## src/rtl/serial_bit_feeder.sv

```systemverilog
// serial_bit_feeder
// Accepts parallel words through a one-entry hold register and serializes
// them MSB first onto bit_out. An optional fixed number of idle cycles can
// follow each word. bit_out is forced to 0 whenever no data bit is being sent,
// so a downstream sequence detector only ever sees zeros between words.
module serial_bit_feeder #(
  parameter int DATA_W = 8,
  parameter int GAP    = 0
) (
  input  logic              clk,
  input  logic              rst_n,
  input  logic [DATA_W-1:0] in_data,
  input  logic              in_valid,
  output logic              in_ready,
  output logic              bit_out,
  output logic              bit_valid,
  output logic              frame_start,
  output logic [7:0]        sent_cnt
);

  localparam int                CNT_W    = (DATA_W > 2) ? $clog2(DATA_W) : 1;
  localparam logic [CNT_W-1:0]  LAST_BIT = CNT_W'(DATA_W - 1);
  localparam bit                HAS_GAP  = (GAP > 0);
  // Gap counter preload; the GAP state runs from GAP-1 down to 0.
  localparam logic [3:0]        GAP_LOAD = HAS_GAP ? 4'(GAP - 1) : 4'd0;

  typedef enum logic [1:0] {
    ST_IDLE  = 2'd0,
    ST_SHIFT = 2'd1,
    ST_GAP   = 2'd2
  } state_t;

  state_t              r_state;
  logic [DATA_W-1:0]   r_hold;
  logic                r_hold_full;
  logic [DATA_W-1:0]   r_shift;
  logic [CNT_W-1:0]    r_bit_cnt;
  logic [3:0]          r_gap_cnt;
  logic [7:0]          r_sent_cnt;

  state_t              w_state_next;
  logic [DATA_W-1:0]   w_hold_next;
  logic                w_hold_full_next;
  logic [DATA_W-1:0]   w_shift_next;
  logic [CNT_W-1:0]    w_bit_cnt_next;
  logic [3:0]          w_gap_cnt_next;
  logic [7:0]          w_sent_cnt_next;
  logic                w_load;
  logic                w_accept;

  // The hold register is the only buffer: ready exactly when it is empty.
  assign in_ready = !r_hold_full;
  assign w_accept = in_valid && !r_hold_full;
  assign sent_cnt = r_sent_cnt;

  // State register; asynchronous reset discards any partial or held word.
  always_ff @(posedge clk or negedge rst_n) begin
    if (!rst_n) begin
      r_state     <= ST_IDLE;
      r_hold      <= '0;
      r_hold_full <= 1'b0;
      r_shift     <= '0;
      r_bit_cnt   <= '0;
      r_gap_cnt   <= '0;
      r_sent_cnt  <= 8'd0;
    end else begin
      r_state     <= w_state_next;
      r_hold      <= w_hold_next;
      r_hold_full <= w_hold_full_next;
      r_shift     <= w_shift_next;
      r_bit_cnt   <= w_bit_cnt_next;
      r_gap_cnt   <= w_gap_cnt_next;
      r_sent_cnt  <= w_sent_cnt_next;
    end
  end

  // Next-state and output decode for the IDLE / SHIFT / GAP sequencer.
  always_comb begin
    w_state_next     = r_state;
    w_hold_next      = r_hold;
    w_hold_full_next = r_hold_full;
    w_shift_next     = r_shift;
    w_bit_cnt_next   = r_bit_cnt;
    w_gap_cnt_next   = r_gap_cnt;
    w_sent_cnt_next  = r_sent_cnt;
    w_load           = 1'b0;
    bit_out          = 1'b0;
    bit_valid        = 1'b0;
    frame_start      = 1'b0;

    case (r_state)
      ST_IDLE: begin
        if (r_hold_full) begin
          w_load = 1'b1;
        end
      end

      ST_SHIFT: begin
        bit_out        = r_shift[DATA_W-1];
        bit_valid      = 1'b1;
        frame_start    = (r_bit_cnt == '0);
        w_shift_next   = r_shift << 1;
        w_bit_cnt_next = r_bit_cnt + 1'b1;
        if (r_bit_cnt == LAST_BIT) begin
          w_sent_cnt_next = r_sent_cnt + 8'd1;
          if (!HAS_GAP && r_hold_full) begin
            // Back-to-back: next word follows with no bubble.
            w_load = 1'b1;
          end else if (HAS_GAP) begin
            w_state_next   = ST_GAP;
            w_gap_cnt_next = GAP_LOAD;
          end else begin
            w_state_next = ST_IDLE;
          end
        end
      end

      ST_GAP: begin
        if (r_gap_cnt == 4'd0) begin
          if (r_hold_full) begin
            w_load = 1'b1;
          end else begin
            w_state_next = ST_IDLE;
          end
        end else begin
          w_gap_cnt_next = r_gap_cnt - 4'd1;
        end
      end

      default: begin
        w_state_next = ST_IDLE;
      end
    endcase

    // Loading drains the hold register into the shifter and starts a word.
    if (w_load) begin
      w_state_next     = ST_SHIFT;
      w_shift_next     = r_hold;
      w_bit_cnt_next   = '0;
      w_hold_full_next = 1'b0;
    end

    // Acceptance needs an empty hold register, so it never collides with a load.
    if (w_accept) begin
      w_hold_next      = in_data;
      w_hold_full_next = 1'b1;
    end
  end

endmodule

```

## config.mk

```make
export PLATFORM = sky130hd
export DESIGN_NAME = serial_bit_feeder
export DESIGN_NICKNAME = d
export VERILOG_FILES = /design/src/rtl/serial_bit_feeder.sv
export SDC_FILE = /design/constraint.sdc
export NUM_CORES = 1
export LEC_CHECK = 0
export CORE_MARGIN = 5
export CORE_UTILIZATION = 47
export DETAILED_ROUTE_END_ITERATION = 12
export PLACE_DENSITY = 0.72
export SLEW_MARGIN = 15
export SYNTH_ARGS = -nofsm -noshare
export SYNTH_HDL_FRONTEND = slang
export SYNTH_SLANG_ARGS = --single-unit
```

## constraint.sdc

```tcl
create_clock -name clk -period 1.8 [get_ports clk]
set_input_delay 0.27 -clock clk [delete_from_list [all_inputs] [get_ports clk]]
set_output_delay 0.27 -clock clk [all_outputs]
set_load 0.005 [all_outputs]
```

Word level (Yosys, flattened, before mapping)
Index checks and enable logic that the tools add are counted.
{"block": "totals", "register_bits": 34, "latchBits": 0, "ramBits": 0, "rom_bits": 0, "output_inout_bits": 12, "elab_cells": 45, "mem_count": 0}
{"block": "classes", "addsub": 3, "n_mul": 0, "n_div": 0, "n_lt_le_gt_ge": 0, "eq_ne": 6, "shifts": 0, "n_mux": 18, "n_bitwise": 1, "n_reduce_logical": 10}
{"cell": "8-bit 2-to-1 mux", "n": 2}
{"cell": "8-bit by 1-bit adder with 8-bit output, second input constant", "n": 1}
{"cell": "1-bit 2-to-1 mux", "n": 8}
{"cell": "2-bit 2-to-1 mux", "n": 4}
{"cell": "3-bit 2-to-1 mux", "n": 2}
{"cell": "3-bit != test, second input constant", "n": 2}
{"cell": "2-bit one-hot mux with 3 select lines", "n": 1}
{"cell": "4-bit logical NOT", "n": 1}
{"cell": "2-bit AND reduction", "n": 2}
{"cell": "2-bit nonzero test", "n": 2}
{"cell": "4-bit by 1-bit subtractor with 4-bit output, second input constant", "n": 1}
{"cell": "3-bit by 1-bit adder with 3-bit output, second input constant", "n": 1}
{"cell": "3-bit equality test, second input constant", "n": 1}
{"cell": "3-bit logical NOT", "n": 1}
{"cell": "1-bit one-hot mux with 3 select lines", "n": 1}
{"cell": "3-bit AND reduction", "n": 1}
{"cell": "2-bit by 1-bit equality test with 1-bit output, second input constant", "n": 1}
{"cell": "2-bit equality test, second input constant", "n": 1}
{"cell": "2-bit logical NOT", "n": 1}
{"cell": "2-bit != test, second input constant", "n": 1}
{"cell": "1-bit logical AND", "n": 1}
{"cell": "1-bit logical NOT", "n": 1}
{"cell": "1-bit NOT", "n": 1}

Logic depth before layout (Yosys ltp)
{"block": "depth", "word_depth": 5, "mapped_depth": 6}

Worst setup path after synthesis
OpenSTA, ideal clock, no wires.
{"block": "synth_timing", "path_type": "register -> register", "from": "register r_bit_cnt[0]", "to": "register r_shift[1]", "t_arrival_ps": 1347, "required_time_ps": 1677, "setup_slack_ps": 330, "stages_incl_launch_ff": 6, "n_path_buf": 1, "path_cell_list": "dfrtp_1 ha_1 ha_1 nand2b_1 buf_6 o221a_2"}
{"block": "synth_via", "elab_chain_cells": 4}
{"element": "start: declaration", "line_no": "37", "text": "logic [CNT_W-1:0] r_bit_cnt;"}
{"element": "start signal: assignment", "line_no": "71", "text": "r_bit_cnt <= w_bit_cnt_next;"}
{"element": "3-bit equality test *", "line_no": "104", "text": "if (r_bit_cnt == LAST_BIT) begin"}
{"element": "1-bit 2-to-1 mux *", "line_no": "104"}
{"element": "1-bit one-hot mux with 3 select lines *", "line_no": "91", "text": "case (r_state)"}
{"element": "8-bit 2-to-1 mux or 2-bit nonzero test (tied branches)"}
{"element": "end signal: assignment", "line_no": "70", "text": "r_shift <= w_shift_next;"}
{"element": "end: declaration", "line_no": "36", "text": "logic [DATA_W-1:0] r_shift;"}
Mark *: on every way between the ends. The rest lies on a longest branch, timed or not.
A chain may end at the register's enable or synchronous reset.

Worst setup path in the final report
{"block": "layout_timing", "from": "register r_bit_cnt[0]", "to": "register r_shift[5]"}
Same word-level chain as after synthesis.

==> results.cfg <==
[status]
outcome = completed

[cts]
ctsRootBufferMaster = clkbuf_4
clk_pin_slew_ns = 0.08
cts.sink_count = 29
cts_buffer_depth = 2
htreeDepth = 2
cts_tree = built
clkLatencyLatePin_ns = 0.32
cts-buffers-inserted = 5

[global_route]
global_route.usage.total = 0.1394
grt_first_pass_wirelength_microns = 4498
largest_net_degree_at_the_start_of_global_routing = 30
grt_overflow_total = 0
antenna_found_initial = 0
grt_pass1_vias = 1007

[floorplan]
num_rows = 19
initial_utilization = 0.4953
die_area_sq_um = 4114
die_height_microns = 64.14
boundaryPins = 23
core_area_sq_um = 2781
die_w_microns = 64.14

[critical_path]
reg2reg_from = r_bit_cnt[0]$_DFFE_PN0P_
rrSetupSlack_ns = 0.08
timing.rr.end = r_shift[5]$_DFFE_PN0P_
worst_setup_path_end_kind = flop
setup.worst_path.start_class = flop
worstPathRequired_ns = 2.01
biggest_fanout_along_the_worst_timing_path = 10
r2r.worst_path.cells = 5
critical_setup_path_class = reg -> reg
arrival_ns = 1.93

[synthesis]
postSynthAreaPerCell_sq_um = 12.30
synth_nets = 127
synth_cell_type_count = 27
synth-edff-count = 0
ys_async_sr_fraction = 1.000
syn-instance-count = 112
yosysSeqAreaShare = 0.5268
number_of_synthesis_warnings = 0
synth_seq_cells = 29
synth-main-ff-cell = dfrtp_1
synth_area_sq_um = 1378

[pwr]
sequentialPowerShare = 0.411
power.static_leakage_nw = 0.8405
power_density_over_the_cells_nw_per_um2 = 1667
vdd_ir_drop_max_mv = 1.054
combPwrFrac = 0.454
power_switching_uw = 982.7
power.share.clock = 0.136
intPower_mw = 1.885
power.share.switching = 0.3426

[drt]
drc = 0
detail_route.wl_per_cell_microns = 13.98
highest_layer = met4
routed-via-count = 930
finalWirelength_microns = 2488
drt_first_iter_violations = 37
met3RoutedLength_microns = 171
met2_routed_wirelength_microns = 1242
viasPerCell = 5.225
drt-pass1-iter-count = 3
route.layer.met1.wl_microns = 1047
antenna_violating_nets_post_route = 0

[timing]
final.min_clock_period_ns = 1.717
fin_worst_skew_ns = 0.005915
hold_slack_ns = 0.3228
final_hold_viol_count = 0
tightest_slew_ns = 0.4387
setup-violations-final = 0
setup_tns_ns = 0
final_max_slew_viol_count = 0
rsz_0062_raised_after_global_routing = false
timing.max_slew.rel_slack = 0.7075
timing.final.crit_share = 0.9541
max_freq_ghz = 0.5823

[cells_and_area]
total_of_fill_cells_in_the_finished_design = 244
finish.net_count = 162
n_antenna_cell = 0
layout_commonest_cell = dfrtp_1
area_growth_pct = 24.89
fraction_of_layout_instances_using_a_drive_strength_above_1 = 0.2789
most-common-layout-cells = dfrtp_1, clkdlybuf4s50_1, nand2_1

[place]
place.port_buffers = 22
gp_congestion = 0.7894
hpwl_microns = 1799

[job]
cap_violations = 0

[worst_hold_path]
hp-class = in -> async
==> worst max-delay path, cell delays in order (launching register included) <==
cell and delay [ns]:
dfrtp_1 0.39, buf_4 0.14, ha_1 0.19, ha_1 0.19, nand2b_1 0.33, o221a_2 0.36
==> sequential cells by signal (all words and copies together), names as in the netlist <==
signal and flops:
r_hold 8, r_shift 8, sent_cnt 8, r_bit_cnt 3
r_hold_full 1, r_state 1
==> what timing repair did <==
action,4_1_cts,5_1_grt
gates resized for setup,2,1
hold buffers,0,0
setup buffers,2,3
pin swaps,0,0
endpoints found under the setup margin,2,2
cloned,0,0
==> per-layer routing <==
layer,up-vias,track usage
met1,441,0.1544
li1,463,-
met2,22,0.2261
met4,0,0.06107
met5,-,0
met3,4,0.06830
==> stage by stage <==
step | power (mW) | std cells | cell area [sq um] | util | worst slack (ns)
6_report | 2.868 | 178 | 1720 | 0.6185 | 0.08265
5_1_grt | 3.125 | 178 | 1720 | 0.6185 | 0.007496
4_1_cts | 2.865 | 175 | 1697 | 0.6100 | 0.03305
2_1_floorplan | 2.057 | 112 | 1378 | - | 0.3299
3_3_place_gp | 2.380 | 166 | 1627 | 0.5848 | 0.2312
3_5_place_dp | 2.441 | 166 | 1627 | 0.5848 | 0.1811
==> worst max-delay path by stage <==
stage	start	to	depth (start not counted)
after floorplan	r_bit_cnt[0]$_DFFE_PN0P_	r_shift[1]$_DFFE_PN0P_	5
after global placement	r_bit_cnt[0]$_DFFE_PN0P_	r_shift[4]$_DFFE_PN0P_	4
after detailed placement	r_bit_cnt[0]$_DFFE_PN0P_	r_shift[7]$_DFFE_PN0P_	4
after CTS	r_hold_full$_DFFE_PN0P_	in_ready	2
after global routing	r_bit_cnt[0]$_DFFE_PN0P_	r_shift[6]$_DFFE_PN0P_	6
final	r_bit_cnt[0]$_DFFE_PN0P_	r_shift[5]$_DFFE_PN0P_	5
==> power by group through the flow <==
stage                     clock network (mW)  logic [mW]  registers, mW
after floorplan                            0       0.958           1.10
after global placement                     0        1.19           1.19
after detailed placement                   0        1.24           1.21
after CTS                              0.406        1.27           1.18
after global routing                   0.446        1.45           1.23
final                                  0.389        1.30           1.18
==> cell type report <==
| cell class | instances | area (sq um) | share of cell area |
|---|---|---|---|
| Sequential cell | 29 | 728.2 | 0.4233 |
| Clock buffer | 7 | 55.05 | 0.03200 |
| Inverter | 5 | 18.77 | 0.01091 |
| Tap cell | 31 | 38.79 | 0.02255 |
| Timing Repair Buffer | 33 | 301.5 | 0.1753 |
| Multi-Input combinational cell | 73 | 578.1 | 0.3360 |
==> cells in the mapped netlist (all sizes together), types with 2 or more instances <==
master	n	area share
dfrtp	29	0.53
nand2	17	0.052
mux2	9	0.074
mux2i	9	0.065
o221a	7	0.057
buf	4	0.030
ha	4	0.036
inv	4	0.011
nor2	4	0.011
xor2	4	0.025
o21ai	3	0.011
xnor2	3	0.019
nand3	2	0.0073
nand4	2	0.0091
==> kinds of logic after synthesis <==
kind of cell / Yosys count / synth area share
compound gates: 12 / 0.08175
xor+xnor: 7 / 0.04451
fa+ha+maj: 4 / 0.03633
buf+inv: 10 / 0.05358
flops: 29 / 0.5268
mux: 18 / 0.1390
simple gates: 32 / 0.1181
Power figures use the tool's default switching activity.
